## src/rtl/fp_pkg.sv

```systemverilog
// Shared FP multiply-array constants and types.
// Used by the result serializer and the input distributor.
package fp_pkg;

  localparam int FP_W       = 32;
  localparam int FP_LANES   = 16;
  localparam int FP_LANE_W  = $clog2(FP_LANES);
  localparam int FP_NUM_RES = FP_LANES / 2;

  typedef logic [FP_LANE_W-1:0] lane_idx_t;

  typedef enum logic {
    S_IDLE = 1'b0,
    S_SEND = 1'b1
  } ser_state_t;

  // result_k (k = 1..FP_NUM_RES): A in lane 2k-2, B in lane 2k-1
  function automatic lane_idx_t lane_of_a(input int k);
    return lane_idx_t'(2 * k - 2);
  endfunction

  function automatic lane_idx_t lane_of_b(input int k);
    return lane_idx_t'(2 * k - 1);
  endfunction

  localparam lane_idx_t RES_FIRST_A = lane_of_a(1);
  localparam lane_idx_t RES_LAST_B  = lane_of_b(FP_NUM_RES);

endpackage

```

## src/rtl/fp_batch_slot.sv

```systemverilog
// One batch of LANES products plus its accumulate tag.
// Load wins over clear; clear only drops tag and full flag.
module fp_batch_slot
  import fp_pkg::*;
#(
  parameter int DW    = FP_W,
  parameter int LANES = FP_LANES
) (
  input  logic                clk,
  input  logic                rst_n,
  input  logic                load,
  input  logic                clear,
  input  logic [DW*LANES-1:0] d_data,
  input  logic                d_tag,
  output logic [DW*LANES-1:0] q_data,
  output logic                q_tag,
  output logic                full
);

  logic [DW*LANES-1:0] data_q, data_d;
  logic                tag_q, tag_d;
  logic                full_q, full_d;

  always_comb begin
    data_d = data_q;
    tag_d  = tag_q;
    full_d = full_q;
    if (load) begin
      data_d = d_data;
      tag_d  = d_tag;
      full_d = 1'b1;
    end else if (clear) begin
      tag_d  = 1'b0;
      full_d = 1'b0;
    end
  end

  always_ff @(posedge clk or negedge rst_n) begin
    if (!rst_n) begin
      data_q <= '0;
      tag_q  <= 1'b0;
      full_q <= 1'b0;
    end else begin
      data_q <= data_d;
      tag_q  <= tag_d;
      full_q <= full_d;
    end
  end

  assign q_data = data_q;
  assign q_tag  = tag_q;
  assign full   = full_q;

endmodule

```

## src/rtl/fp_result_serializer.sv

```systemverilog
// Parallel-to-serial return path of the FP multiply array.
// ACT slot streams one lane per handshake; PEND slot buffers the next batch.
module fp_result_serializer
  import fp_pkg::*;
#(
  parameter int DW    = FP_W,
  parameter int LANES = FP_LANES
) (
  input  logic                aclk,
  input  logic                aresetn,
  input  logic [DW*LANES-1:0] in_results,
  input  logic                in_capture,
  input  logic                in_acc_sign,
  output logic [DW-1:0]       out_data,
  output logic                out_valid,
  input  logic                out_ready,
  output logic                out_last,
  output logic                out_acc_sign,
  output logic                cap_ready,
  output logic                overflow
);

  localparam int CW = $clog2(LANES);
  localparam logic [CW-1:0] CNT_LAST = CW'(LANES - 1);

  ser_state_t state_q, state_d;
  logic [CW-1:0] cnt_q, cnt_d;
  logic [DW-1:0] out_data_q, out_data_d;
  logic          out_last_q, out_last_d;
  logic          overflow_q, overflow_d;

  logic                act_ld, act_clr, act_src_pend;
  logic                pend_ld, pend_clr;
  logic [DW*LANES-1:0] act_data, pend_data, act_d_data;
  logic                act_tag, pend_tag, act_d_tag;
  logic                act_full, pend_full;
  logic                hs, last_hs;

  logic [DW-1:0] act_w [LANES];

  for (genvar l = 0; l < LANES; l++) begin : g_lane
    assign act_w[l] = act_data[DW*l +: DW];
  end

  assign act_d_data = act_src_pend ? pend_data : in_results;
  assign act_d_tag  = act_src_pend ? pend_tag : in_acc_sign;

  fp_batch_slot #(.DW(DW), .LANES(LANES)) u_act (
    .clk    (aclk),
    .rst_n  (aresetn),
    .load   (act_ld),
    .clear  (act_clr),
    .d_data (act_d_data),
    .d_tag  (act_d_tag),
    .q_data (act_data),
    .q_tag  (act_tag),
    .full   (act_full)
  );

  fp_batch_slot #(.DW(DW), .LANES(LANES)) u_pend (
    .clk    (aclk),
    .rst_n  (aresetn),
    .load   (pend_ld),
    .clear  (pend_clr),
    .d_data (in_results),
    .d_tag  (in_acc_sign),
    .q_data (pend_data),
    .q_tag  (pend_tag),
    .full   (pend_full)
  );

  assign hs      = out_valid & out_ready;
  assign last_hs = hs & (cnt_q == CNT_LAST);

  always_comb begin
    state_d      = state_q;
    cnt_d        = cnt_q;
    out_data_d   = out_data_q;
    out_last_d   = out_last_q;
    overflow_d   = overflow_q;
    act_ld       = 1'b0;
    act_clr      = 1'b0;
    act_src_pend = 1'b0;
    pend_ld      = 1'b0;
    pend_clr     = 1'b0;
    unique case (state_q)
      S_IDLE: begin
        if (in_capture) begin
          act_ld     = 1'b1;
          state_d    = S_SEND;
          cnt_d      = '0;
          out_data_d = in_results[DW-1:0];
          out_last_d = 1'b0;
        end
      end
      S_SEND: begin
        if (last_hs) begin
          cnt_d      = '0;
          out_last_d = 1'b0;
          if (pend_full) begin
            // back-to-back batch: PEND refills from a same-cycle capture
            act_ld       = 1'b1;
            act_src_pend = 1'b1;
            out_data_d   = pend_data[DW-1:0];
            pend_ld      = in_capture;
            pend_clr     = ~in_capture;
          end else if (in_capture) begin
            act_ld     = 1'b1;
            out_data_d = in_results[DW-1:0];
          end else begin
            act_clr    = 1'b1;
            state_d    = S_IDLE;
            out_data_d = '0;
          end
        end else begin
          if (hs) begin
            cnt_d      = cnt_q + 1'b1;
            out_data_d = act_w[cnt_d];
            out_last_d = (cnt_d == CNT_LAST);
          end
          if (in_capture) begin
            if (pend_full) overflow_d = 1'b1;
            else           pend_ld    = 1'b1;
          end
        end
      end
      default: state_d = S_IDLE;
    endcase
  end

  always_ff @(posedge aclk or negedge aresetn) begin
    if (!aresetn) begin
      state_q    <= S_IDLE;
      cnt_q      <= '0;
      out_data_q <= '0;
      out_last_q <= 1'b0;
      overflow_q <= 1'b0;
    end else begin
      state_q    <= state_d;
      cnt_q      <= cnt_d;
      out_data_q <= out_data_d;
      out_last_q <= out_last_d;
      overflow_q <= overflow_d;
    end
  end

  assign out_data     = out_data_q;
  assign out_last     = out_last_q;
  assign out_valid    = (state_q == S_SEND) & act_full;
  assign out_acc_sign = act_tag;
  // gated so every output reads 0 while reset is held
  assign cap_ready    = aresetn & ~pend_full;
  assign overflow     = overflow_q;

endmodule

```

## config.mk

```make
export PLATFORM = sky130hd
export DESIGN_NAME = fp_result_serializer
export DESIGN_NICKNAME = d
export VERILOG_FILES = /design/src/rtl/fp_pkg.sv /design/src/rtl/fp_batch_slot.sv /design/src/rtl/fp_result_serializer.sv
export SDC_FILE = /design/constraint.sdc
export NUM_CORES = 2
export LEC_CHECK = 0
export ABC_AREA = 1
export ABC_CLOCK_PERIOD_IN_PS = 3400
export CORE_MARGIN = 1
export CORE_UTILIZATION = 53
export DETAILED_ROUTE_END_ITERATION = 7
export PLACE_DENSITY = 0.73
export SYNTH_ARGS = -nofsm -noshare
export SYNTH_HDL_FRONTEND = slang
export SYNTH_SLANG_ARGS = --single-unit
```

## constraint.sdc

```tcl
create_clock -name aclk -period 3.4 [get_ports aclk]
set_input_delay 0.51 -clock aclk [delete_from_list [all_inputs] [get_ports aclk]]
set_output_delay 0.51 -clock aclk [all_outputs]
set_load 0.01 [all_outputs]
```

After elaboration in Yosys (flattened, before gate mapping)
Cells that the tools add are included.
{ "op_classes": {"eq_ne": 4, "addsub": 1, "bitwise": 9, "reduce_logical": 4, "order_cmp": 1, "n_mux": 46} }
{ "op_table": {"columns": ["op", "count"], "rows": [
  ["512-bit two-way mux", 1],
  ["32-bit two-way mux", 7],
  ["32-bit binary-select mux with 4-bit select", 1],
  ["32-bit one-hot mux with 2 select lines", 1],
  ["1-bit two-way mux", 29],
  ["4-bit two-way mux", 3],
  ["4-bit == test, second input constant", 2],
  ["4-bit one-hot mux with 2 select lines", 1],
  ["1-bit one-hot mux with 2 select lines", 3],
  ["5-bit >= comparator, second input constant", 1],
  ["4-bit inverter with 5-bit output", 1],
  ["4-bit by 1-bit adder with 4-bit output, second input constant", 1],
  ["1-bit bitwise AND", 4],
  ["1-bit inverter", 4],
  ["4-bit AND reduction", 1],
  ["2-bit nonzero test", 2],
  ["3-bit by 1-bit != test with 1-bit output, second input constant", 1],
  ["2-bit != test, second input constant", 1],
  ["2-bit AND reduction", 1]
]} }
{ "totals": {"input_bits": 517, "reg_bits": 1067, "wordCells": 76} }

Logic depth before layout (Yosys ltp)
{ "depth": {"word_depth": 8, "mapped_depth": 15, "depth_no_buf": 10} }

Modules after synthesis
Synthesis repeated with hierarchy kept, for this count alone.
{ "hier_totals": {"cells_unflattened": 6697, "hier_area_um2": 53018.3} }
{ "modules_own_cells": {"columns": ["module", "instances", "cells_per_inst", "area_each_um2"], "rows": [
  ["fp_batch_slot", 2, 2170, 19239.7],
  ["fp_result_serializer", 1, 2357, 14538.9]
]} }

Worst setup path after synthesis
OpenSTA, ideal clock, no wires.
{ "synth_path": {"path_kind": "reg-to-reg", "startpoint": "reg cnt_q[1]", "endpoint": "reg u_pend.data_q[443], in the netlist u_pend.q_data[443]", "stages_incl_launch_ff": 14, "arrival_ns": 2.465, "slack_ns": 0.808, "setup_ns": 0.128, "t_required_ns": 3.272, "cell_sequence": "dfrtp_1 ha_1 nand2_1 nor2_1 nand2_2 clkinv_1 clkbuf_1 ha_1 nor2_1 nand2_1 buf_2 buf_2 buf_2 mux2_1"} }
{ "synth_via": {"elab_chain_cells": 4} }
{ "synth_rtl": {"columns": ["item", "line_no", "text"], "rows": [
  ["start, declared", "fp_result_serializer.sv:27", "logic [CW-1:0] cnt_q, cnt_d;"],
  ["start signal, assigned", "fp_result_serializer.sv:140", "cnt_q <= cnt_d;"],
  ["4-bit == test", "fp_result_serializer.sv:73", "assign last_hs = hs & (cnt_q == CNT_LAST);"],
  ["1-bit bitwise AND", "fp_result_serializer.sv:73", null],
  ["1-bit two-way mux", "fp_result_serializer.sv:97", "if (last_hs) begin"],
  ["1-bit two-way mux", "fp_result_serializer.sv:86", "unique case (state_q)"],
  ["end signal, assigned", "fp_batch_slot.sv:44", "data_q <= data_d;"],
  ["end, declared", "fp_batch_slot.sv:20", "logic [DW*LANES-1:0] data_q, data_d;"]
]} }
Every way passes these cells.
A chain may end at the register's enable or synchronous reset.

Worst setup path in the final report
{ "layout_path": {"startpoint": "reg cnt_q[0]", "endpoint": "reg u_pend.data_q[506], in the netlist u_pend.q_data[506]"} }
The elaborated chain is that of the path after synthesis.

==> reports/metrics.yaml <==
route:
  wl_per_cell_um: 23.5
  vias_per_cell: 6.01
  vias: 43251
  firstDrtPassIters: 6
  detail-route-antenna-nets: 0
  drc: 0
  drt_iter0_markers: 5422
  wl_mm: 169
layout:
  area_delta_synth_final_pct: 20.3
  fin_nets: 6342
  drive_above_1_share_pct: 12.8
  multi_input_area_um2: 20900
  fillers: 7637
  seqCellArea_um2: 26700
  final_util_pct: 64.4
cts:
  cts_buffers: 113
  cts_resized: 0
  clkLatencyLatePin_ps: 690
  cts_buffer_depth: 3
  cts_tree: "done"
  postCtsSetupBuffers: 0
  htree_levels: 3
  cts_num_sinks: 1067
  postCtsHoldBufs: 1
  cts-root-buf: "clkbuf_16"
  clk_pin_slew_ps: 60
critical_path:
  required_ps: 3980
  critPathCaptureType: "register"
  worstPathArrival_ps: 3470
  start_kind: "register"
  crit_type: "reg -> reg"
  critPathMaxFanout: 49
floorplan:
  coreArea_um2: 93600
  row_count: 112
  io-pin-count: 554
  chipWidth_um: 310
  die_area_um2: 95900
  initial_core_util_pct: 53.6
  chipHeight_um: 310
global_route:
  grt_pass1_wl_mm: 252
  grt_usage_pct: 35.0
  grt_pass1_vias: 40433
  grt_antenna_before_repair: 64
  gr-total-overflow: 0
  grt_max_degree: 203
timing:
  clock.fmax_mhz: 346
  finalSetupViolCount: 0
  post-route-period-util_pct: 85.1
  hold_violations: 0
  worst_slew_margin_rel_pct: 17.6
  skew_ps: 29.6
  tightest_slew_ps: 1240
  period_needed_ps: 2890
  drv_slew: 0
  fin_tns_setup_ps: 0
  rsz0062_at_grt: "no"
synthesis:
  synth_compound_area_share_pct: 8.98
  ys_top_cells_by_count: "1312 x nand2_1, 1067 x dfrtp_1, 875 x nand3_1"
  syn_nets: 6044
  synth.distinct_cells: 28
  synth_top_area_share_pct: 53.2
  synth_top_family_by_area: "simple AND/OR/NAND/NOR gates"
  ys_seq_elements: 1067
  synth_area_leaders: "dfrtp_1 53%, mux2_2 10%, nand2_1 9.8%"
  synth-warning-count: 0
  synth_cells: 5524
  synthArstFlopShare_pct: 100
  yosysMostFrequentCell: "nand2_1"
  synthMuxAreaShare_pct: 10.2
  netlist.top_cell.by_area: "dfrtp_1"
  synth_xor_area_share_pct: 0.0175
  synth_edf_count: 0
  synthAdderAreaFrac_pct: 0.0748
  netlist_area_um2: 50200
  seq_area_frac_synth_pct: 53.2
  syn_area_per_cell_um2: 9.08
  synth_flop_cell: "dfrtp_1"
  synthSimpleGateAreaFrac_pct: 22.3
place:
  port_buffers: 553
  place_hpwl_mm: 112
  gp_congestion: 0.914
outcome:
  status: "finished clean"
power_and_ir_drop:
  max-vdd-ir-drop_v: 0.000426
  p_total_w: 0.0368
  p_leak_nw: 27.0
  powerDensity_nw_per_um2: 610
job:
  maxCapViolCount: 0
min_path:
  hold_class: "in -> async"
-- flip-flops by register name, indices dropped and copies added (netlist names) --
signal	flops
u_pend.q_data	512
u_pend.q_tag	1
u_act.full	1
out_data	32
u_pend.full	1
overflow	1
u_act.q_data	512
out_last	1
state_q	1
u_act.q_tag	1
cnt_q	4
-- placed cells by master, fill, tap and decap left out, types with 3 or more instances in the layout --
master              n
a21oi_1            96
a22oi_1            32
a31oi_1           455
buf_12             53
buf_4              49
bufinv_16           6
clkbuf_1           19
clkbuf_16         117
clkbuf_8           29
clkdlybuf4s50_1   552
clkinv_2           25
clkinvlp_4          4
dfrtp_1          1065
diode_2            32
inv_1              67
mux2_1              4
mux2_2            451
nand2_1          1309
nand2_2             4
nand2_4             3
nand3_1           875
nor2_1            491
o21ai_0           177
-- area by class of cell --
class,instances,area share (%)
diodes,32,0.133
clock buffers,165,5.63
clock inverters,39,0.614
inverters,74,0.489
multi-input cells,3910,34.7
flip-flops and latches,1067,44.3
well taps,1254,2.60
repair buffers,656,11.6
-- cells by family (layout without fill, tap and decap cells) --
group / Yosys count / after routing
flip-flops: 1067 / 1067
other: 0 / 32
adder cells (fa/ha/maj): 3 / 3
multiplexers: 455 / 455
XOR/XNOR: 1 / 1
AND/OR/NAND/NOR: 2685 / 2685
AO/OA/AOI/OAI: 766 / 766
buffers and inverters: 547 / 934
-- worst max-delay path, stage by stage, from the launching register on --
cell and delay, ps:
dfrtp_4 530, ha_1 230, nand2_1 120, nor2_1 80
nand2_2 90, clkinv_1 120, ha_4 280, nor2_1 70
nand2_4 90, buf_12 280, buf_4 460, mux2_2 390
-- routing by layer --
metal  track usage [%]  share of wire (%)
met4              17.9                5.3
met5                 0               0.25
met2              51.9                 45
met1              46.9                 39
met3              9.78                 10
-- per-stage QoR --
stage	cell area (µm²)	instances	setup slack [ps]	hold slack (ps)
5_1_grt	60300	7187	341	336
2_1_floorplan	50200	5524	808	214
3_5_place_dp	56500	6960	278	427
4_1_cts	60300	7165	514	311
3_3_place_gp	56500	6960	255	428
6_report	60300	7197	506	325
-- power breakdown --
part	switching (W)	internal [W]	leakage (nW)
clock	0.00522	0.00734	1.87
sequential	0.00165	0.0158	13.7
combinational	0.00300	0.00372	11.4
-- final timing paths --
check	from	end	slack, ps	cells after the start
min in group aclk	in_results[470]	u_pend.q_data[470]	400	3
max	cnt_q[0]	u_pend.q_data[506]	510	11
min reg2reg	u_pend.q_data[502]	u_pend.q_data[502]	480	2
max in group asynchronous	aresetn	u_pend.q_data[264]	1540	4
min	aresetn	u_pend.q_data[13]	320	2
max reg2reg	cnt_q[0]	u_pend.q_data[506]	510	11
(Power assumes the default switching activity.)
